===== src/rtl/cpu_seq_controller.sv =====
// Multi-cycle sequencing controller for the 32-bit RISC datapath: fetch, decode and a
// fixed per-class state walk, with the PC and every datapath strobe held in flops.
module cpu_seq_controller #(
    parameter int unsigned         PC_WIDTH = 32,
    parameter logic [PC_WIDTH-1:0] RESET_PC = '0
) (
    input  logic                clk_i,
    input  logic                rst_ni,
    output logic                instr_re_o,
    input  logic [31:0]         instr_rdata_i,
    output logic [PC_WIDTH-1:0] pc_o,
    input  logic [31:0]         a_val_i,
    input  logic [31:0]         b_val_i,
    output logic                rb_rd1_en_o,
    output logic                rb_rd2_en_o,
    output logic                rb_wr_en_o,
    output logic [4:0]          rs1_o,
    output logic [4:0]          rs2_o,
    output logic [4:0]          rd_o,
    output logic [31:0]         imm_o,
    output logic                sel_a_o,
    output logic                sel_r_o,
    output logic [3:0]          alu_op_o,
    output logic                dm_we_o,
    output logic                dm_re_o,
    output logic                halted_o
);

    typedef enum logic [2:0] {S_IF, S_ID, S_RR, S_EX, S_MEM, S_WB, S_HALT} state_e;

    typedef struct packed {
        logic [4:0] rs1;
        logic [4:0] rs2;
        logic [4:0] rd;
        logic       sel_a;
        logic       sel_r;
        logic [3:0] alu_op;
        logic       rd1_en;
        logic       rd2_en;
    } decode_t;

    state_e              state_q;
    logic [31:5]         ir_q;
    logic [PC_WIDTH-1:0] pc_q;
    logic                instr_re_q, rd1_en_q, rd2_en_q, wr_en_q, dm_we_q, dm_re_q, halted_q;
    logic [4:0]          rs1_q, rs2_q, rd_q;
    logic [31:0]         imm_q;
    logic                sel_a_q, sel_r_q;
    logic [3:0]          alu_op_q;

    decode_t             dec_d;
    logic [2:0]          id_op, id_fn;
    logic                branch_taken;
    logic [PC_WIDTH-1:0] pc_inc;

    function automatic logic [3:0] alu_map(input logic [2:0] fn);
        case (fn)
            3'd0:    return 4'b0000;
            3'd1:    return 4'b0001;
            3'd2:    return 4'b0010;
            3'd3:    return 4'b0011;
            3'd4:    return 4'b0100;
            3'd5:    return 4'b0110;
            3'd6:    return 4'b0111;
            default: return 4'b1000;
        endcase
    endfunction

    assign id_op  = instr_rdata_i[31:29];
    assign id_fn  = instr_rdata_i[28:26];
    assign pc_inc = pc_q + PC_WIDTH'(1);

    // Decoded straight from the fetch bus so the fields are valid from RR onward.
    always_comb begin
        dec_d        = '0;
        dec_d.alu_op = 4'b1001;
        case (id_op)
            3'b001: begin
                dec_d.rs1    = instr_rdata_i[9:5];
                dec_d.rs2    = instr_rdata_i[14:10];
                dec_d.rd     = instr_rdata_i[4:0];
                dec_d.sel_a  = 1'b1;
                dec_d.sel_r  = 1'b1;
                dec_d.alu_op = alu_map(id_fn);
                dec_d.rd1_en = 1'b1;
                dec_d.rd2_en = 1'b1;
            end
            3'b010: begin
                dec_d.rs2    = instr_rdata_i[9:5];
                dec_d.rd     = instr_rdata_i[4:0];
                dec_d.sel_r  = 1'b1;
                dec_d.alu_op = alu_map(id_fn);
                dec_d.rd2_en = 1'b1;
            end
            3'b011: begin
                dec_d.rd     = instr_rdata_i[4:0];
                dec_d.sel_r  = 1'b1;
                dec_d.alu_op = 4'b0101;
                if (!id_fn[0]) begin
                    dec_d.rs1    = instr_rdata_i[9:5];
                    dec_d.sel_a  = 1'b1;
                    dec_d.rd1_en = 1'b1;
                end
            end
            3'b100: begin
                dec_d.rs2    = instr_rdata_i[9:5];
                dec_d.alu_op = 4'b0000;
                dec_d.rd2_en = 1'b1;
                case (id_fn[2:1])
                    2'b00: dec_d.rd = instr_rdata_i[4:0];
                    2'b01: dec_d.rd = 5'd31;
                    2'b10: begin
                        dec_d.rs1    = 5'd31;
                        dec_d.rd1_en = 1'b1;
                    end
                    default: begin
                        dec_d.rs1    = instr_rdata_i[4:0];
                        dec_d.rd1_en = 1'b1;
                    end
                endcase
            end
            3'b101: begin
                dec_d.rs2    = instr_rdata_i[4:0];
                dec_d.rd2_en = 1'b1;
            end
            3'b110: begin
                dec_d.rs1    = 5'd31;
                dec_d.rd     = 5'd31;
                dec_d.sel_a  = 1'b1;
                dec_d.sel_r  = 1'b1;
                dec_d.rd1_en = 1'b1;
                case (id_fn[2:1])
                    2'b01:   dec_d.alu_op = 4'b1011;
                    2'b00:   dec_d.alu_op = 4'b1001;
                    default: dec_d.alu_op = 4'b1010;
                endcase
            end
            3'b111: begin
                dec_d.rs1    = instr_rdata_i[9:5];
                dec_d.rd     = instr_rdata_i[4:0];
                dec_d.sel_a  = 1'b1;
                dec_d.sel_r  = 1'b1;
                dec_d.rd1_en = 1'b1;
            end
            default: ;
        endcase
    end

    always_comb begin
        case (ir_q[28:27])
            2'b00:   branch_taken = (b_val_i == 32'd0);
            2'b01:   branch_taken = b_val_i[31];
            2'b10:   branch_taken = !b_val_i[31] && (b_val_i != 32'd0);
            default: branch_taken = 1'b1;
        endcase
    end

    // Strobes default low each cycle and are raised on the transition into their state.
    always_ff @(posedge clk_i or negedge rst_ni) begin
        if (!rst_ni) begin
            state_q    <= S_IF;
            pc_q       <= RESET_PC;
            ir_q       <= '0;
            instr_re_q <= 1'b0;
            rd1_en_q   <= 1'b0;
            rd2_en_q   <= 1'b0;
            wr_en_q    <= 1'b0;
            dm_we_q    <= 1'b0;
            dm_re_q    <= 1'b0;
            halted_q   <= 1'b0;
            rs1_q      <= '0;
            rs2_q      <= '0;
            rd_q       <= '0;
            imm_q      <= '0;
            sel_a_q    <= 1'b0;
            sel_r_q    <= 1'b0;
            alu_op_q   <= 4'b1001;
        end else begin
            instr_re_q <= 1'b0;
            rd1_en_q   <= 1'b0;
            rd2_en_q   <= 1'b0;
            wr_en_q    <= 1'b0;
            dm_we_q    <= 1'b0;
            dm_re_q    <= 1'b0;
            case (state_q)
                S_IF: begin
                    // The IF cycle straight out of reset has no fetch yet; issue it first.
                    if (instr_re_q) state_q <= S_ID;
                    else            instr_re_q <= 1'b1;
                end
                S_ID: begin
                    ir_q     <= instr_rdata_i[31:5];
                    rs1_q    <= dec_d.rs1;
                    rs2_q    <= dec_d.rs2;
                    rd_q     <= dec_d.rd;
                    sel_a_q  <= dec_d.sel_a;
                    sel_r_q  <= dec_d.sel_r;
                    alu_op_q <= dec_d.alu_op;
                    imm_q    <= {{17{instr_rdata_i[25]}}, instr_rdata_i[24:10]};
                    if (id_op != 3'b000) begin
                        state_q  <= S_RR;
                        rd1_en_q <= dec_d.rd1_en;
                        rd2_en_q <= dec_d.rd2_en;
                    end else if (id_fn[2]) begin
                        state_q  <= S_HALT;
                        halted_q <= 1'b1;
                    end else begin
                        pc_q       <= pc_inc;
                        state_q    <= S_IF;
                        instr_re_q <= 1'b1;
                    end
                end
                S_RR: state_q <= S_EX;
                S_EX: begin
                    if (ir_q[31:29] == 3'b101) begin
                        pc_q       <= branch_taken ? PC_WIDTH'({10'b0, ir_q[26:5]}) : pc_inc;
                        state_q    <= S_IF;
                        instr_re_q <= 1'b1;
                    end else if (ir_q[31:29] == 3'b100) begin
                        state_q <= S_MEM;
                        dm_we_q <= ir_q[28];
                        dm_re_q <= !ir_q[28];
                    end else if (ir_q[31:29] == 3'b110 && ir_q[28:27] == 2'b00) begin
                        pc_q       <= PC_WIDTH'(a_val_i);
                        state_q    <= S_IF;
                        instr_re_q <= 1'b1;
                    end else begin
                        state_q <= S_WB;
                        wr_en_q <= 1'b1;
                    end
                end
                S_MEM: begin
                    if (ir_q[28]) begin
                        pc_q       <= pc_inc;
                        state_q    <= S_IF;
                        instr_re_q <= 1'b1;
                    end else begin
                        state_q <= S_WB;
                        wr_en_q <= 1'b1;
                    end
                end
                S_WB: begin
                    if (ir_q[31:29] == 3'b110 && ir_q[28:27] == 2'b11)
                        pc_q <= pc_q + PC_WIDTH'(imm_q);
                    else
                        pc_q <= pc_inc;
                    state_q    <= S_IF;
                    instr_re_q <= 1'b1;
                end
                S_HALT: state_q <= S_HALT;
                default: state_q <= S_IF;
            endcase
        end
    end

    assign instr_re_o  = instr_re_q;
    assign pc_o        = pc_q;
    assign rb_rd1_en_o = rd1_en_q;
    assign rb_rd2_en_o = rd2_en_q;
    assign rb_wr_en_o  = wr_en_q;
    assign rs1_o       = rs1_q;
    assign rs2_o       = rs2_q;
    assign rd_o        = rd_q;
    assign imm_o       = imm_q;
    assign sel_a_o     = sel_a_q;
    assign sel_r_o     = sel_r_q;
    assign alu_op_o    = alu_op_q;
    assign dm_we_o     = dm_we_q;
    assign dm_re_o     = dm_re_q;
    assign halted_o    = halted_q;

endmodule


===== config.mk =====
export PLATFORM = sky130hd
export DESIGN_NAME = cpu_seq_controller
export DESIGN_NICKNAME = d
export VERILOG_FILES = /design/src/rtl/cpu_seq_controller.sv
export SDC_FILE = /design/constraint.sdc
export NUM_CORES = 1
export LEC_CHECK = 0
export BUFFER_PORTS_ARGS = -buffer_cell sky130_fd_sc_hd__buf_2
export CAP_MARGIN = 25
export CORE_ASPECT_RATIO = 0.8
export CORE_MARGIN = 2
export CORE_UTILIZATION = 50
export DETAILED_ROUTE_END_ITERATION = 16
export PLACE_DENSITY = 0.76
export SLEW_MARGIN = 10
export SYNTH_ARGS = -nofsm -noshare
export SYNTH_HDL_FRONTEND = slang
export SYNTH_SLANG_ARGS = --single-unit

===== constraint.sdc =====
create_clock -name clk_i -period 5 [get_ports clk_i]
set_input_delay 0.5 -clock clk_i [delete_from_list [all_inputs] [get_ports clk_i]]
set_output_delay 0.5 -clock clk_i [all_outputs]
set_load 0.05 [all_outputs]

==> results.cfg, run 1 <==
[timing]
hold_violations = 0
rsz0062_at_grt = false
period_share_pct = 67.0
max_freq_ghz = 0.299
drv_slew = 0
tightest_slew_ps = 829
fin_setup_tns_ps = 0
layout_setup_ws_ps = 1650
slew_headroom_pct = 44.3
finalSetupViolCount = 0
period_needed_ps = 3350
fin_worst_skew_ps = 10.5

[power_and_ir_drop]
leakage_uw = 0.00373
power_density_nw_per_um2 = 182
ir_worst_vdd_mv = 0.162
total_power_uw = 1580

[job]
maxCapViolations = 0

[global_routing]
first_global_vias = 7026
grt_overflow = 0
grt_pass1_wl_um = 38300
grt_antenna_before_repair = 0
grt_usage_pct = 30.3
grt_max_degree = 52

[setup_path]
cp-end-kind = register
cp-start-kind = register
required_ps = 5250
cp_data_arrival_time_ps = 3600
cp_max_fo = 8
worstSetupPathType = register to register

[routing]
vias = 7975
via_per_inst = 6.16
drc_errors = 0
drtIter0Drc = 760
antenna_left = 0
drt_wl_total_um = 24800
wl_per_cell_um = 19.2
drt-pass1-iter-count = 7

[cts]
h-tree-depth = 3
cts_setup_buffers = 0
clk_pin_slew_worst_paths_ps = 80
ctsResizeCount = 0
insertion_delay_ps = 370
cts_made_buffers = 9
cts.path.max_buffers = 2
clock-sinks = 90
cts-root-buf = clkbuf_16
cts_tree = yes
holdBufCountCts = 0

[synth]
synth.yosys.warnings = 0
muxShareOfSynthArea_pct = 2.35
ys_seq_area_share_pct = 29.8
ys_ff_latch = 90
synth-xor-area-share_pct = 4.86
synth_simple_gate_area_share_pct = 23.8
syn_avg_cell_area_sq_um = 7.81
synth_flop_cell = dfrtp_1
synth_top_family_by_area = compound AO/OA/AOI/OAI gates
synth.distinct_cells = 85
synth-edff-count = 0
synth_fp_nets = 1101
syn_area_sq_um = 7570
synthAdderAreaFrac_pct = 5.82
synth_compound_area_share_pct = 26.5
async_reset_ff_share_pct = 100
syn_inst = 970

[floorplan]
die_h_um = 114
row_count = 40
core_sq_um = 14900
pin_count = 190
die_w_um = 142
initial_core_util_pct = 50.8
die-area_sq_um = 16200

[run_status]
outcome = complete, no violations

[place]
place_inst = 1279
pre_cts_slack_ps = 1760
port-buffer-count = 189
hpwlAfterDp_um = 18300
gp_congestion = 0.982

[finish]
num_antenna_cells = 0
drive_gt1_share_pct = 22.7
nNetsFinal = 1232
stdcell_count = 1295
syn_to_final_growth_pct = 14.6

[worst_hold_path]
hp-class = input pin to async pin
[routing by layer]
metal  wire (um)  share of wire [%]  global-route usage, %  vias up
met4         606                2.4                   9.27        0
met2       10400                 42                   44.9      458
met3        2450                9.9                   5.52       50
met5           0                  0                      0        -
li1            -                  -                      -     3770
met1       11400                 46                   45.2     3697
[area by class of cell]
class / instances / area, sq um
fill: 1407 / 6230
clock inverter: 7 / 67.6
timing repair buffer: 201 / 1040
inverter: 17 / 63.8
tap: 189 / 236
sequential: 90 / 2250
clock buffer: 9 / 225
multi-input combinational: 782 / 4800
[power breakdown]
| group | internal, uW | switching, uW |
|---|---|---|
| clock network | 353 | 342 |
| registers | 731 | 2.10 |
| logic | 56.9 | 92.9 |
| total | 1140 | 437 |
[critical path, stage by stage, from the launching register on]
cell and delay [ps]:
dfrtp_1 480, ha_1 290, fa_1 450, a211oi_2 260, o211ai_2 150, a2111oi_2 480, o21ai_1 200, a41oi_2 290
o31ai_2 130, a2111oi_2 390, o41ai_2 120
[through the flow]
step	instance area, sq um	hold WS, ps	util [%]
6_report	8680	106	58.2
5_1_grt	8680	137	58.2
4_1_cts	8680	122	58.2
3_5_place_dp	8390	457	56.3
3_3_place_gp	8390	461	56.3
2_1_floorplan	7570	204	-
[state kept, by name, indices dropped and copies added, names as in the netlist, 3 cells and up]
register	flops
pc_o	32
ir_q	27
rd_o	5
rs1_o	5
rs2_o	5
alu_op_o	4
state_q	3
[path summary, 6_finish.rpt]
| kind | from | endpoint | slack, ps | depth (start not counted) |
|---|---|---|---|---|
| worst min register to register | sel_r_o | sel_r_o | 470 | 2 |
| min in group clk_i | instr_rdata_i[15] | ir_q[15] | 320 | 3 |
| worst min-delay path | rst_ni | rs1_o[0] | 110 | 1 |
| max in group asynchronous | rst_ni | pc_o[4] | 3800 | 2 |
| worst max register to register | pc_o[0] | pc_o[30] | 1650 | 10 |
| worst max-delay path | pc_o[0] | pc_o[30] | 1650 | 10 |
[layout by cell type (no fill, tap or decap), types with 6 or more instances in the layout]
cell | netlist | routed
o221ai_1 | 6 | 6
o31ai_1 | 6 | 6
and2_1 | 6 | 6
nand2b_1 | 15 | 15
a21oi_1 | 78 | 78
nand3_1 | 21 | 21
ha_1 | 32 | 32
mux2i_1 | 11 | 11
xor2_1 | 17 | 17
nand4_1 | 10 | 10
inv_1 | 17 | 17
o21ai_1 | 20 | 20
o21ai_0 | 64 | 64
clkbuf_16 | 0 | 9
a21o_1 | 13 | 13
nor4_1 | 13 | 13
buf_4 | 35 | 13
a22o_1 | 7 | 7
o211ai_1 | 7 | 7
a211oi_1 | 10 | 10
nand2_1 | 179 | 179
a31oi_1 | 14 | 14
nor2_1 | 73 | 73
o22ai_1 | 13 | 13
nor3_1 | 25 | 25
dfrtp_1 | 88 | 88
o21a_1 | 7 | 7
a22oi_1 | 10 | 10
nor2b_1 | 8 | 8
xnor2_1 | 25 | 25
buf_2 | 7 | 188
[synth_stat cells, types with 17 or more instances]
master    instances  area [sq um]
xor2_1           17           149
ha_1             32           400
inv_1            17          63.8
xnor2_1          25           219
nor2_1           73           274
dfrtp_1          88          2200
nand2_1         179           672
o21ai_0          64           320
nor3_1           25           125
buf_4            35           263
nand3_1          21           105
o21ai_1          20           100
a21oi_1          78           390
clkbuf_1         32           120
[kinds of logic after synthesis]
group,after synthesis
flops,90
xor+xnor,42
buf+inv,98
fa+ha+maj,35
mux,17
simple gates,385
compound gates,303
No activity file was read; power rests on OpenSTA's default activity.
==> inputs of run 2 (changes only) <==
==> constraint.sdc (replaced) <==
create_clock -name clk_i -period 3.29 [get_ports clk_i]
set_input_delay 0.329 -clock clk_i [delete_from_list [all_inputs] [get_ports clk_i]]
set_output_delay 0.329 -clock clk_i [all_outputs]
set_load 0.05 [all_outputs]
==> results.cfg, run 2 (same netlist as run 1, synthesis figures left out) <==
[setup_path]
cpPeakStageDelay_ps = 450
cp-start-kind = register
cp_max_fo = 4
r2r-start = ir_q[10]
crit_family = compound AO/OA/AOI/OAI gates
cp_data_arrival_time_ps = 3330
rrSetupSlack_ps = 200
cp.depth = 10
critPathBufInv = 0
rr_worst_depth = 10
crit_end = pc_o[30]
cp-end-kind = register
reg2reg_to = pc_o[30]
path_cells = ha_1 -> fa_1 -> a211oi_2 -> o211ai_2 -> a2111oi_4 -> o21ai_1 -> a41oi_2 -> o31ai_2 -> a2111oi_2 -> o41ai_2
worstSetupStartpoint = ir_q[10]
required_ps = 3530
cp_slowest_cell = fa_1
worstSetupPathType = register to register

[power_and_ir_drop]
power_density_nw_per_um2 = 269
total_power_uw = 2380
ir_worst_vdd_mv = 0.258
leakage_uw = 0.00382

[global_routing]
grt_antenna_before_repair = 0
grt_max_degree = 55
grt_pass1_wl_um = 39000
grt_overflow = 0
first_global_vias = 7305
grt_usage_pct = 30.9

[routing]
via_per_inst = 6.13
wl_met2_um = 10600
wl_met3_um = 2540
drt_wl_total_um = 25000
vias = 8050
wl_per_cell_um = 19.1
drt-pass1-iter-count = 6
wl_met1_um = 11200
dr.max_layer_used = met4
drc_errors = 0
drtIter0Drc = 800
antenna_left = 0

[finish]
largest_reg_flops = 32
nNetsFinal = 1251
syn_to_final_growth_pct = 16.7
num_antenna_cells = 0
layout_common_cells = 188 x buf_2, 179 x nand2_1, 88 x dfrtp_1
final_common_cell = buf_2
drive_gt1_share_pct = 24.1

[worst_hold_path]
hp-class = input pin to async pin

[cts]
holdBufCountCts = 0
clock-sinks = 90
clk_pin_slew_worst_paths_ps = 70
h-tree-depth = 3
cts_tree = yes
insertion_delay_ps = 360
cts_made_buffers = 9
cts-root-buf = clkbuf_16
ctsResizeCount = 0
cts.path.max_buffers = 2
cts_setup_buffers = 0

[floorplan]
core_sq_um = 14900
die_w_um = 142
die_h_um = 114
initial_core_util_pct = 50.8
row_count = 40
die-area_sq_um = 16200
pin_count = 190

[timing]
fin_setup_tns_ps = 0
hold_violations = 0
period_share_pct = 94.0
period_needed_ps = 3090
max_freq_ghz = 0.323
slew_headroom_pct = 47.6
fin_worst_skew_ps = 10.1
tightest_slew_ps = 784
drv_slew = 0
finalSetupViolCount = 0

[place]
gp_congestion = 0.992
port-buffer-count = 189
hpwlAfterDp_um = 18800

[job]
maxCapViolations = 0

[run_status]
outcome = complete, no violations
## run 2: cell count changes in the layout (fill, tap and decap cells not counted), sizes merged
cell,change
clkinvlp,+1
buf,+19
inv,-2
clkinv,+1
## run 2: final cells by class
class | count | area, sq um
well taps | 189 | 236
multi-input cells | 782 | 4810
flip-flops and latches | 90 | 2250
clock inverters | 7 | 60.1
repair buffers | 220 | 1180
clock buffers | 9 | 225
inverters | 17 | 63.8
fillers | 1394 | 6080
## run 2: power breakdown
group	total, uW	internal [uW]	switching (uW)
Combinational	228	90.2	138
Clock	1040	528	510
Sequential	1110	1110	3.08
## run 2: per-stage QoR
step / hold slack, ps / util (%) / area [sq um] / setup slack (ps) / std cells
floorplan: 33.4 / - / 7570 / 129 / 970
global placement: 431 / 57.2 / 8530 / 246 / 1298
detailed placement: 430 / 57.2 / 8530 / 220 / 1298
CTS: 41.6 / 59.1 / 8820 / 188 / 1314
global route: 74.0 / 59.2 / 8830 / -59.4 / 1314
finish: 29.6 / 59.2 / 8830 / 196 / 1314
## run 2: metal layers
metal	up-vias	global-route usage, %
li1	3793	-
met2	439	45.0
met5	-	0
met3	48	6.94
met1	3770	45.4
met4	0	10.3
## run 2: how the worst min path moves through the flow
stage | end | startpoint
2_1_floorplan | alu_op_o[1] | rst_ni
3_3_place_gp | rb_rd2_en_o | rst_ni
3_5_place_dp | rs2_o[0] | rst_ni
4_1_cts | rs1_o[1] | rst_ni
5_1_grt | rs1_o[1] | rst_ni
6_report | rs1_o[1] | rst_ni
==> inputs of run 3 (changes only) <==
--- a/config.mk
+++ b/config.mk
@@ -8,10 +8,10 @@
 export BUFFER_PORTS_ARGS = -buffer_cell sky130_fd_sc_hd__buf_2
 export CAP_MARGIN = 25
 export CORE_ASPECT_RATIO = 0.8
-export CORE_MARGIN = 2
+export CORE_MARGIN = 5
 export CORE_UTILIZATION = 50
 export DETAILED_ROUTE_END_ITERATION = 16
-export PLACE_DENSITY = 0.76
+export PLACE_DENSITY = 0.79
 export SLEW_MARGIN = 10
 export SYNTH_ARGS = -nofsm -noshare
 export SYNTH_HDL_FRONTEND = slang
==> constraint.sdc (replaced) <==
create_clock -name clk_i -period 2.51 [get_ports clk_i]
set_input_delay 0.251 -clock clk_i [delete_from_list [all_inputs] [get_ports clk_i]]
set_output_delay 0.251 -clock clk_i [all_outputs]
set_load 0.05 [all_outputs]
==> results.cfg, run 3 (same netlist as run 1, synthesis figures left out) <==
[run_status]
outcome = complete, but fails checks
violations = setup timing

[finish]
syn_to_final_growth_pct = 35.3
final_common_cell = buf_2
stdcell_count = 1437
layout_common_cells = 188 x buf_2, 177 x nand2_1, 144 x buf_4
fillCellCount = 1216
num_antenna_cells = 0
largest_reg_flops = 32
nNetsFinal = 1374
postLayoutCellArea_sq_um = 10200
drive_gt1_share_pct = 35.8

[setup_path]
worstSetupStartpoint = ir_q[10]
cp-end-kind = register
worstSetupPathType = register to register
cp_slowest_cell = dfrtp_1
cp_data_arrival_time_ps = 3130
cp-start-kind = register
crit_family = compound AO/OA/AOI/OAI gates
critPathBufInv = 2
r2r-start = ir_q[10]
cp_max_fo = 2
path_cells = ha_4 -> fa_2 -> a211oi_4 -> o211ai_2 -> buf_4 -> a211oi_2 -> buf_4 -> o31ai_4 -> a2111oi_2 -> nor2_1 -> xnor2_1 -> o21ai_1
required_ps = 2750
crit_path_frequent_cell = buf_4
cpPeakStageDelay_ps = 420

[floorplan]
die-area_sq_um = 17700
die_w_um = 148
row_count = 40
initial_core_util_pct = 50.6
pin_count = 190
core_sq_um = 15000
die_h_um = 120

[power_and_ir_drop]
clock_power_share_pct = 46.8
intPower_uw = 2500
ir_worst_vdd_mv = 0.352
combPwrFrac_pct = 9.6
leakage_uw = 0.00450
power.share.switching_pct = 25.2
total_power_uw = 3340
power_density_nw_per_um2 = 326
p_sw_uw = 843
seqPwrFrac_pct = 43.7

[global_routing]
grt_pass1_wl_um = 43300
grt_overflow = 0
grt_max_degree = 33
grt_antenna_before_repair = 1
grt_usage_pct = 30.6
first_global_vias = 8212

[place]
pre_cts_slack_ps = -411
port-buffer-count = 189
gp_congestion = 0.964
hpwlAfterDp_um = 21000
dpl_cell_area_sq_um = 9490
place_inst = 1408

[timing]
finalSetupViolCount = 16
period_share_pct = 115
max_freq_ghz = 0.346
whs_ps = 78.3
drv_slew = 0
rsz0062_at_grt = true
fin_worst_skew_ps = 9.40
tightest_slew_ps = 750
slew_headroom_pct = 49.8
period_needed_ps = 2890
hold_violations = 0
layout_setup_ws_ps = -378

[cts]
insertion_delay_ps = 360
clock-sinks = 90
clk_pin_slew_worst_paths_ps = 70
h-tree-depth = 3
cts_made_buffers = 9
cts-root-buf = clkbuf_16
cts.path.max_buffers = 2
cts_tree = yes

[routing]
vias = 8755
drc_errors = 0
drt_wl_total_um = 28500
drtIter0Drc = 946
drt-pass1-iter-count = 6
wl_per_cell_um = 19.8
via_per_inst = 6.09
antenna_left = 0

[worst_hold_path]
hp-class = input pin to register
holdCritStartpoint = instr_rdata_i[18]

[job]
maxCapViolations = 0
## run 3: path summary, 6_finish.rpt
kind	end	slack (ps)	depth (start not counted)
max in group asynchronous	pc_o[14]	1530	3
worst min-delay path	ir_q[18]	80	3
worst max register to register	pc_o[28]	-380	12
min in group asynchronous	rb_rd2_en_o	350	2
worst min register to register	sel_r_o	470	2
worst max-delay path	pc_o[28]	-380	12
## run 3: cell type report
cell class	count	area, sq um	share of cell area [%]
tap	189	236	2.31
clock inverter	6	93.8	0.916
inverter	17	63.8	0.623
multi-input combinational	782	5160	50.3
clock buffer	10	239	2.33
sequential	90	2270	22.2
timing repair buffer	343	2180	21.3
## run 3: timing repair
action,CTS,global route
resized for setup,34,32
endpoints found under the setup margin,22,27
cloned,0,1
pin swaps,27,31
endpoints found under the hold margin,24,0
hold buffers,1,0
buffers inserted,6,9
## run 3: per-stage QoR
| stage | util (%) | setup TNS, ps |
|---|---|---|
| 6_report | 68.5 | -2740 |
| 5_1_grt | 68.5 | -4790 |
| 4_1_cts | 67.2 | -1710 |
| 3_5_place_dp | 63.4 | -2570 |
| 3_3_place_gp | 63.4 | -1920 |
| 2_1_floorplan | - | -1060 |
## run 3: tightest hold or removal path, delay by kind of cell
kind | cells | cell delay [ps]
buffers and inverters | 1 | 70
and+or+nand+nor | 2 | 80
## run 3: routing by layer
metal	vias to the layer above	GRT usage [%]	wire [um]
li1	4041	-	-
met4	2	12.0	1040
met2	564	45.8	12300
met1	4059	41.1	11500
met3	89	9.97	3620
met5	-	0	13
## run 3: power groups by stage
stage	logic (uW)	clock network (uW)	registers, uW
2_1_floorplan	113	0	1510
3_3_place_gp	300	0	1490
3_5_place_dp	306	0	1490
4_1_cts	310	1570	1460
5_1_grt	348	1620	1460
6_report	319	1560	1460
